--- config.mk ---
export PLATFORM = sky130hd
export DESIGN_NAME = wb_width_bridge
export DESIGN_NICKNAME = d
export VERILOG_FILES = /design/src/rtl/wb_width_bridge.sv
export SDC_FILE = /design/constraint.sdc
export NUM_CORES = 1
export LEC_CHECK = 0
export BUFFER_PORTS_ARGS = -buffer_cell sky130_fd_sc_hd__buf_2
export CORE_MARGIN = 8
export CORE_UTILIZATION = 25
export CTS_CLUSTER_SIZE = 8
export DETAILED_ROUTE_END_ITERATION = 8
export GPL_TIMING_DRIVEN = 0
export PLACE_DENSITY_LB_ADDON = 0.05
export SYNTH_ARGS = -nofsm -noshare
export SYNTH_HDL_FRONTEND = slang
export SYNTH_SLANG_ARGS = --single-unit
export TNS_END_PERCENT = 1
--- constraint.sdc ---
create_clock -name clk -period 1.25 [get_ports clk]
set_input_delay 0.0625 -clock clk [delete_from_list [all_inputs] [get_ports clk]]
set_output_delay 0.0625 -clock clk [all_outputs]
set_load 0.01 [all_outputs]
--- src/rtl/wb_width_bridge.sv ---
// rtl/wb_width_bridge.sv - Wishbone classic wide-master to narrow-slave width down-converter
// One windowed master access becomes one slave beat per lane, lane 0 at bits [0:SW-1] (big-endian).
module wb_width_bridge #(
  parameter int unsigned   MW         = 32,
  parameter int unsigned   SW         = 8,
  parameter int unsigned   AW         = 32,
  parameter logic [AW-1:0] WIN_BASE   = 32'h8000_0000,
  parameter logic [AW-1:0] WIN_MASK   = 32'hff00_0000,
  parameter bit            SKIP_UNSEL = 1'b1,
  parameter int unsigned   TIMEOUT    = 0
) (
  input  logic            clk,
  input  logic            reset,
  input  logic [0:AW-1]   m_adr_i,
  input  logic [0:MW-1]   m_dat_i,
  output logic [0:MW-1]   m_dat_o,
  input  logic [0:MW/8-1] m_sel_i,
  input  logic            m_we_i,
  input  logic            m_stb_i,
  input  logic            m_cyc_i,
  output logic            m_ack_o,
  output logic            m_err_o,
  output logic [0:AW-1]   s_adr_o,
  output logic [0:SW-1]   s_dat_o,
  input  logic [0:SW-1]   s_dat_i,
  output logic [0:SW/8-1] s_sel_o,
  output logic            s_we_o,
  output logic            s_stb_o,
  output logic            s_cyc_o,
  input  logic            s_ack_i,
  input  logic            s_err_i
);

  localparam int unsigned R   = MW / SW;
  localparam int unsigned MBY = MW / 8;
  localparam int unsigned SBY = SW / 8;
  localparam int unsigned MB  = $clog2(MBY);
  localparam int unsigned SB  = $clog2(SBY);
  localparam int unsigned BW  = (R > 1) ? $clog2(R) : 1;
  localparam int unsigned TW  = (TIMEOUT > 0) ? $clog2(TIMEOUT + 1) : 1;
  localparam logic [AW-1:0] ADR_KEEP = ~(AW'((64'd1 << MB) - 64'd1));

  typedef enum logic [1:0] {
    S_IDLE,
    S_BEAT,
    S_DONE,
    S_ERR
  } state_t;

  state_t          r_state;
  state_t          w_next_state;
  logic [BW-1:0]   r_beat;
  logic [TW-1:0]   r_tmo;
  logic [0:MW-1]   r_rdat;
  logic [0:MW-1]   r_mdat;

  logic            w_hit;
  logic            w_req;
  logic            w_abort;
  logic            w_tmo;
  logic [0:R-1]    w_lane_sel;
  logic [BW-1:0]   w_first;
  logic            w_any;
  logic [BW-1:0]   w_next_beat;
  logic            w_has_next;

  assign w_hit   = (m_adr_i & WIN_MASK) == WIN_BASE;
  assign w_req   = m_cyc_i & m_stb_i & w_hit;
  assign w_abort = ~m_cyc_i | ~m_stb_i;
  assign w_tmo   = (TIMEOUT != 0) && (r_tmo == TW'(TIMEOUT));

  always_comb begin
    w_lane_sel = '0;
    for (int i = 0; i < int'(R); i++) begin
      w_lane_sel[i] = (SKIP_UNSEL == 1'b0) || (|m_sel_i[i*SBY +: SBY]);
    end
  end

  // Descending scan so the lowest qualifying lane wins both searches.
  always_comb begin
    w_first     = '0;
    w_any       = 1'b0;
    w_next_beat = '0;
    w_has_next  = 1'b0;
    for (int i = int'(R) - 1; i >= 0; i--) begin
      if (w_lane_sel[i]) begin
        w_first = BW'(i);
        w_any   = 1'b1;
      end
      if (w_lane_sel[i] && (i > int'(r_beat))) begin
        w_next_beat = BW'(i);
        w_has_next  = 1'b1;
      end
    end
  end

  always_ff @(posedge clk) begin
    if (reset) begin
      r_state <= S_IDLE;
    end else begin
      r_state <= w_next_state;
    end
  end

  always_comb begin
    w_next_state = r_state;
    case (r_state)
      S_IDLE: begin
        if (w_req) begin
          w_next_state = w_any ? S_BEAT : S_DONE;
        end
      end
      S_BEAT: begin
        if (w_abort) begin
          w_next_state = S_IDLE;
        end else if (s_err_i) begin
          w_next_state = S_ERR;
        end else if (s_ack_i) begin
          w_next_state = w_has_next ? S_BEAT : S_DONE;
        end else if (w_tmo) begin
          w_next_state = S_ERR;
        end
      end
      S_DONE:  w_next_state = S_IDLE;
      S_ERR:   w_next_state = S_IDLE;
      default: w_next_state = S_IDLE;
    endcase
  end

  always_comb begin
    s_stb_o = (r_state == S_BEAT);
    m_ack_o = (r_state == S_DONE);
    m_err_o = (r_state == S_ERR);
    m_dat_o = (r_state == S_DONE) ? r_rdat : r_mdat;
  end

  assign s_cyc_o = m_cyc_i & w_hit;
  assign s_we_o  = m_we_i;
  assign s_adr_o = (m_adr_i & ADR_KEEP) | (AW'(r_beat) << SB);
  assign s_dat_o = m_dat_i[32'(r_beat)*SW +: SW];
  assign s_sel_o = m_sel_i[32'(r_beat)*SBY +: SBY];

  // r_mdat keeps the last completed read so m_dat_o is stable outside DONE.
  always_ff @(posedge clk) begin
    if (reset) begin
      r_beat <= '0;
      r_tmo  <= '0;
      r_rdat <= '0;
      r_mdat <= '0;
    end else begin
      case (r_state)
        S_IDLE: begin
          if (w_req) begin
            r_rdat <= '0;
            r_beat <= w_first;
            r_tmo  <= '0;
          end
        end
        S_BEAT: begin
          if (w_abort || s_err_i) begin
            r_tmo <= '0;
          end else if (s_ack_i) begin
            r_rdat[32'(r_beat)*SW +: SW] <= s_dat_i;
            r_tmo <= '0;
            if (w_has_next) begin
              r_beat <= w_next_beat;
            end
          end else if (TIMEOUT != 0) begin
            r_tmo <= r_tmo + TW'(1);
          end
        end
        S_DONE: r_mdat <= r_rdat;
        default: ;
      endcase
    end
  end

endmodule

Yosys cells after proc, flatten, opt, wreduce, memory -nomap -nowiden
Cells that the tools add are included.
- $add $sub $neg: 1
- $lt $le $gt $ge: 3
- eq/ne operators: 9
- shifts and indexed selects: 4
- multiplexer cells: 32
- bitwise operators: 9
- reduce and logical (&&, ||, !) cells: 10
- operators with widths (kind ; count):
    2-to-1 mux 32 bit ; 4
    case mux 32 bit (2 select lines) ; 1
    2-to-1 mux 2 bit ; 17
    negator 33 -> 34 bit ; 1
    variable shift 33 x 34 -> 32 bit (first input constant) ; 1
    variable part select 33 x 34 -> 32 bit ; 1
    NOT 2 -> 33 bit ; 1
    NOT 5 -> 33 bit ; 1
    variable part select 32 x 33 -> 33 bit ; 1
    variable part select 4 x 33 -> 5 bit ; 1
    bitwise mux 32 bit ; 1
    OR 32 x 2 -> 32 bit ; 1
    equality test 8 bit (second input constant) ; 1
    2-to-1 mux 1 bit ; 7
    case mux 2 bit (3 select lines) ; 1
    AND reduction 5 bit ; 1
    equality test 2 bit (second input constant) ; 2
    > comparator 2 bit (first input constant) ; 2
    inequality test 2 x 1 -> 1 bit (second input constant) ; 2
    inequality test 2 bit (second input constant) ; 2
    inequality test 4 x 1 -> 1 bit (second input constant) ; 1
    case mux 2 bit (2 select lines) ; 1
    AND reduction 4 bit ; 1
    AND 1 bit ; 3
    other kinds (10) ; 13
- register bits after elaboration: 68
- input port bits: 83
- output and inout bits: 78
- logic and storage cells: 72

Logic depth before layout (Yosys ltp)
Gate-level depths: netlist (run 1).
- word-level depth: 10
- mapped depth: 6
- gate-level depth less buffers: 5

Worst setup path before layout (run 1)
Ideal clock, no wire load.
- path type: flip-flop to output port
- from: register r_beat[0]
- to: output port s_dat_o[0] (netlist name)
- arrival: 1378 ps
- data required time: 1188 ps
- path slack: -191 ps
- stages on the path, launching flop included: 4
- path buffers: 2
- cell sequence: dfxtp_1 > buf_2 > buf_2 > mux4_2
- cells in the longest elaborated chain, start to end: 2
- ends and longest elaborated chain (item ; line ; source):
    start: declaration ; 52 ; logic [BW-1:0] r_beat;
    start signal: assignment ; 155 ; r_beat <= w_first;
    start signal: assignment ; 166 ; r_beat <= w_next_beat;
    NOT 5 -> 33 bit (implied by the code) ; 140 ; assign s_dat_o = m_dat_i[32'(r_beat)*SW +: SW];
    variable part select 32 x 33 -> 33 bit ; 140 ;
    end: declaration ; 24 ; output logic [0:SW-1] s_dat_o,
No other way between the ends.

Worst setup path after layout (run 1)
- from: register r_beat[0]
- to: output port s_dat_o[5] (netlist name)
Same word-level chain as after synthesis.

==> results by group, run 1 <==
Worst hold path
  • Hold path depth: 3
  • HP Class: primary input to flip-flop
  • Worst Hold Path EP: r_state[1]
  • Worst Min Path Start: s_err_i

Worst setup path
  • Critical Path Fanout Max: 8
  • FF-to-FF End: r_state[0]
  • Max incr delay on CP: 0.51 ns
  • Reg-to-reg startpoint: r_beat[0]
  • Startpoint types: flip-flop
  • Worst EP required: about 1.2 ns
  • R2R Setup Slk: -0.21 ns
  • Slowest cell on the critical path: mux4_2
  • Critical path endpoint category: output port
  • Reg2reg path depth: 5
  • CP Class: flip-flop to output port
  • Crit-path cells: buf_12 > mux4_2 > buf_6
  • Crit path from: r_beat[0]
  • Worst Path Arrival: about 1.5 ns

Final layout
  • Non-filler cells, final: approximately 690
  • Commonest non-fill, non-tap cell in the layout: buf_2
  • Multi-input gate area: ~1600 µm²
  • Area grow syn2layout: 45.3%
  • Final core utilization: 36.7%
  • Fillers: about 1400
  • Register Area: 1370 µm²
  • # diodes: 0
  • Final-stage net count: 589
  • Leading cell types in the layout, fill and taps excluded: buf_2 (131), dfxtp_1 (64), nand2_1 (42)
  • Share of cells above drive strength 1: ~50%

Floorplanning
  • Initial Utilization: around a quarter
  • Chip height: around 130 µm
  • Die ar.: about 17000 µm²
  • Core area: around 13000 µm²
  • IO Count: ~160
  • Die width: ~130 µm
  • Rows: 42

Placed design
  • Gpl congestion: approximately 0.74
  • Dpl cells: 665
  • DP HPWL: 8.21 mm
  • IO buf count: 134

Drt
  • Pre-Repair DR Iteration Count: 4
  • DRC: 0
  • Mean routed wirelength per cell: approximately 15 µm
  • DRT iter0 DRCs: between 80 and 90
  • Antenna viol nets, final: 0
  • Routed vias/inst: between 4 and 5
  • Via count: roughly 3000
  • Final wirelength: about 11 mm

Clock tree
  • CTS sink cnt: 68
  • Worst skew pair latency: about 0.32 ns
  • Clock slew at reported path FFs: 0.05 ns
  • CTS Buf Count: 9
  • CTS max path bufs: 2
  • CTS tree: yes
  • H-tree depth: 3
  • Clock Root Buffer: clkbuf_16

Global route
  • Overflow after GRT: 0
  • Antenna violations before repair: 0
  • First-pass GRT wire length: approximately 16 mm
  • Vias in the first global route: ~3200
  • Gr usage total: about an eighth
  • Largest net degree at the start of global routing: 11

STA
  • Headroom to the max-slew limit: about three fifths
  • Max Fclk: 0.652 GHz
  • Unrepaired setup endpoints after global routing: true
  • Worst-Margin Slew: just under 0.6 ns
  • Setup WS post-layout: -0.284 ns
  • Final setup violation count: 78
  • Final period util: 123%
  • Setup TNS: -16.06 ns
  • Worst Hold Slack: ~0.11 ns
  • Worst Skew: 0.00400 ns
  • Min Tclk post-route: approximately 1.5 ns
  • Final hold vios: 0
  • Max-slew violations: 0

Outcome
  • Failing checks: setup timing
  • Status: complete, but fails checks

Yosys
  • Post-synth top area cell: dfxtp_1
  • Sequential-to-total area share from yosys stat: 41.4%
  • Syn Nets: about 440
  • Cells taking the most area after synthesis: dfxtp_1 (41%), o32ai_1 (8.5%), buf_4 (7.1%)
  • Synth Warn #: 0
  • Post-synthesis cell type count: between 40 and 50
  • Syn_area_per_cell: 9.26 µm²
  • Register bit total from synthesis: just under 70
  • Post-Synthesis Cells: 355
  • Synth top area share: ~41%
  • Mapped cell area: between 3000 and 4000 µm²

Power and ir drop
  • Pleak: between 2 and 2.5 nW
  • Design Power: 4.83 mW
  • Cell Pwr Density: roughly 1000 nW/µm²
  • Worst vdd ir: 591 µV

Job
  • Max cap viols: 0
-- sequential cells by signal (all words and copies together) (netlist names) --
signal	cells
r_beat	2
r_state	2
r_mdat	32
r_rdat	32
-- worst max-delay path: cells and delay by family, from the launching register on --
family | cells | cell delay (ns)
buffers and inverters | 2 | 0.27
flip-flops | 1 | 0.37
multiplexers | 1 | 0.51
-- worst max path at each step --
stage / end / slack, ns / depth (start not counted)
after global placement: r_rdat[12] / -0.37 / 5
after CTS: s_dat_o[2] / -0.36 / 4
final: s_dat_o[5] / -0.28 / 3
after detailed placement: r_rdat[20] / -0.36 / 5
after global routing: m_dat_o[19] / -0.36 / 5
after floorplan: r_mdat[22] / -0.06 / 6
-- metrics by stage --
stage | setup WS (ns) | instance area [µm²]
floorplan | -0.0604 | 3320
global placement | -0.370 | 4210
detailed placement | -0.357 | 4210
CTS | -0.359 | 4680
global route | -0.363 | 4780
finish | -0.284 | 4780
-- layout make-up --
type / count / area share (%)
Inverter: 36 / 3.09
Clock inverter: 3 / 0.314
Clock buffer: 11 / 5.08
Buffer: 51 / 9.17
Timing Repair Buffer: 141 / 15.7
Multi-Input combinational cell: 199 / 33.2
Tap cell: 176 / 4.61
Sequential cell: 68 / 28.8
-- report_power, final --
| group | switching, mW | total (mW) | leakage (nW) | internal, mW |
|---|---|---|---|---|
| clock network | 0.860 | 2.22 | 0.131 | 1.36 |
| logic | 0.215 | 0.441 | 1.33 | 0.226 |
| registers | 0.000115 | 2.16 | 0.550 | 2.16 |
| total | 1.08 | 4.83 | 2.01 | 3.75 |
-- timing repair --
action,in CTS,in global routing
resized for setup,57,26
pin swaps,8,1
buffers inserted,4,2
setup endpoints to repair,111,105
hold buffers,0,0
cloned,1,0
endpoints found under the hold margin,0,0
-- synthesized netlist by cell type --
cell type  count
mux2i_1        2
nand3_1        2
nand2b_1       5
a31oi_1        1
o32ai_1       32
nor4b_4        1
a32oi_2        1
nand2b_4       1
and3_2         1
a311o_1        1
o21ai_1        3
o221ai_1       1
a22oi_4        2
nor4_4         1
a22oi_1        1
clkbuf_1      10
a2111oi_0      1
nand2_1       45
or3_1          1
buf_2         11
inv_1         34
and3_1         1
nor2_1         3
a21oi_1        3
and2_1        34
or2_1          1
or2_0          1
mux4_2         9
dfxtp_1       68
o21bai_1       2
nand3b_1       1
a21oi_4        2
nor2b_1        3
clkinv_4       1
or2b_1         1
inv_2          1
buf_4         31
o2111ai_1      1
nand3_4        1
o211ai_1       1
a221oi_1       1
o21ai_0       30
nand4_4        1
nor4_1         1
-- cell families (layout without fill, tap and decap cells) --
kind of cell	Yosys count	after routing	synth area share, %
simple gates	105	105	18.4
flops	68	68	41.4
compound gates	83	83	19.3
buf+inv	88	242	14.2
mux	11	11	6.78
-- routing by layer --
metal	track usage (%)	share of wire (%)
met1	14.7	43
met2	20.9	49
met3	3.69	6.3
met4	4.25	1.0
met5	0	0
Power figures use the tool's default switching activity.
==> inputs of run 2 (changes only) <==
--- a/config.mk
+++ b/config.mk
@@ -5,7 +5,7 @@
 export SDC_FILE = /design/constraint.sdc
 export NUM_CORES = 1
 export LEC_CHECK = 0
-export BUFFER_PORTS_ARGS = -buffer_cell sky130_fd_sc_hd__buf_2
+export BUFFER_PORTS_ARGS = -buffer_cell sky130_fd_sc_hd__buf_4
 export CORE_MARGIN = 8
 export CORE_UTILIZATION = 25
 export CTS_CLUSTER_SIZE = 8
==> results by group, run 2 (synthesis results as in run 1) <==
STA
  • Setup TNS: -15.88 ns (was -16.06 ns)
  • Max-slew violations: 0 (unchanged)
  • Worst-Margin Slew: 0.592 ns (was 0.588 ns)
  • Final hold vios: 0 (unchanged)
  • Worst Skew: 0.00400 ns (about the same)
  • Final setup violation count: 78 (unchanged)
  • Unrepaired setup endpoints after global routing: true (unchanged)
  • Worst Hold Slack: 0.0909 ns (was 0.106 ns)
  • Final period util: 124% (was 123%)
  • Min Tclk post-route: 1.55 ns (was 1.53 ns)
  • Setup WS post-layout: -0.297 ns (was -0.284 ns)
  • Max Fclk: 0.647 GHz (was 0.652 GHz)
  • Headroom to the max-slew limit: 60.5% (was 60.8%)

Outcome
  • Status: complete, but fails checks (unchanged)
  • Failing checks: setup timing (unchanged)

Placed design
  • DP HPWL: 8.34 mm (was 8.21 mm)
  • Placement Cell Area: 4550 µm² (was 4210 µm²)
  • IO buf count: 134 (unchanged)
  • Gpl congestion: 0.723 (was 0.744)
  • Dpl cells: 665 (unchanged)

Worst setup path
  • Startpoint types: flip-flop (unchanged)
  • Reg-to-reg startpoint: r_state[1] (was r_beat[0])
  • Critical Path Fanout Max: 8 (unchanged)
  • Critical path endpoint category: output port (unchanged)
  • Worst Path Arrival: 1.48 ns (was 1.47 ns)
  • Crit path from: r_beat[0] (unchanged)
  • CP Class: flip-flop to output port (unchanged)
  • Worst EP required: 1.19 ns (about the same)

Final layout
  • Share of cells above drive strength 1: 50.5% (was 50.1%)
  • # diodes: 0 (unchanged)
  • Non-filler cells, final: 685 (unchanged)
  • Fillers: 1379 (was 1417)
  • Commonest non-fill, non-tap cell in the layout: buf_4 (was buf_2)
  • Leading cell types in the layout, fill and taps excluded: buf_4 (159), dfxtp_1 (64), nand2_1 (43) (was buf_2 (131), dfxtp_1 (64), nand2_1 (42))
  • Area grow syn2layout: 56.8% (was 45.3%)
  • Final instance area: 5150 µm² (was 4780 µm²)
  • Largest registers: r_mdat (32), r_rdat (32) (unchanged)
  • Register Area: 1370 µm² (about the same)
  • Multi-input gate area: 1600 µm² (was 1590 µm²)
  • Final-stage net count: 588 (was 589)

Floorplanning
  • Rows: 42 (unchanged)
  • Die ar.: 17100 µm² (unchanged)
  • IO Count: 161 (unchanged)
  • Core area: 13000 µm² (unchanged)
  • Chip height: 131 µm (unchanged)
  • Die width: 131 µm (unchanged)
  • Initial Utilization: 25.2% (unchanged)

Global route
  • Vias in the first global route: 3140 (was 3225)
  • Largest net degree at the start of global routing: 11 (unchanged)
  • First-pass GRT wire length: 16.4 mm (was 16.3 mm)
  • Gr usage total: 12.6% (was 12.4%)
  • Overflow after GRT: 0 (unchanged)
  • Antenna violations before repair: 0 (unchanged)

Drt
  • DRC: 0 (unchanged)
  • Via count: 3039 (was 2996)
  • DRT iter0 DRCs: 100 (was 89)
  • Pre-Repair DR Iteration Count: 4 (unchanged)
  • Final wirelength: 10.7 mm (was 10.6 mm)
  • Mean routed wirelength per cell: 15.7 µm (was 15.5 µm)
  • Antenna viol nets, final: 0 (unchanged)
  • Routed vias/inst: 4.44 (was 4.37)

Power and ir drop
  • Worst vdd ir: 600 µV (was 591 µV)
  • Cell Pwr Density: 969 nW/µm² (was 1010 nW/µm²)
  • Pleak: 2.11 nW (was 2.01 nW)
  • Design Power: 5.00 mW (was 4.83 mW)

Worst hold path
  • HP Class: primary input to flip-flop (unchanged)
  • Worst Min Path Start: m_sel_i[0] (was s_err_i)

Clock tree
  • Clock slew at reported path FFs: 0.05 ns (about the same)
  • Worst skew pair latency: 0.33 ns (was 0.32 ns)
  • CTS tree: yes (unchanged)
  • Clock Root Buffer: clkbuf_16 (unchanged)
  • CTS Buf Count: 9 (unchanged)
  • CTS max path bufs: 2 (unchanged)
  • Cts hold-fix bufs: 0 (unchanged)
  • CTS sink cnt: 68 (unchanged)
  • H-tree depth: 3 (unchanged)

Job
  • Max cap viols: 0 (unchanged)
==> run 2: power breakdown <==
| group | total, mW | internal [mW] | leakage [nW] | switching (mW) |
|---|---|---|---|---|
| sequential | 2.17 | 2.17 | 0.550 | 0.000128 |
| combinational | 0.529 | 0.310 | 1.42 | 0.219 |
| clock | 2.30 | 1.43 | 0.135 | 0.869 |
==> run 2: final timing paths <==
kind                                    to  slack [ns]  cells after the start
worst max-delay path            s_dat_o[0]       -0.30                      3
worst min-delay path             r_beat[1]        0.09                      4
worst max register to register   r_beat[0]       -0.19                      4
worst min register to register   r_rdat[1]        0.49                      2
==> run 2: final cells by class <==
cell class,instances,area share [%]
Tap cell,176,4.27
Buffer,51,8.47
Clock buffer,13,5.05
Multi-Input combinational cell,199,31.1
Clock inverter,2,0.194
Sequential cell,68,26.6
Inverter,36,2.86
Timing Repair Buffer,140,21.4
==> run 2: critical path: stages (launching register included) <==
cell     delay (ns)
dfxtp_4        0.37
buf_12         0.14
mux4_2         0.50
buf_6          0.14
==> run 2: layer usage <==
metal / part of all wire (%) / GRT usage [%] / vias to the layer above
li1: - / - / 1510
met1: 42 / 15.1 / 1406
met2: 50 / 20.7 / 114
met3: 7.2 / 4.06 / 9
met4: 1.1 / 4.86 / 0
met5: 0 / 0 / -
==> run 2: per-stage QoR <==
step / setup WS (ns) / utilization (%)
after floorplan: -0.0604 / -
after global placement: -0.334 / 34.9
after detailed placement: -0.380 / 34.9
after CTS: -0.379 / 39.0
after global routing: -0.355 / 39.5
final: -0.297 / 39.5
==> run 2: what timing repair did <==
action	in CTS	in global routing
pin swaps	6	1
endpoints found under the setup margin	111	96
gates resized for setup	76	18
buffers inserted	3	3
cloned	0	0
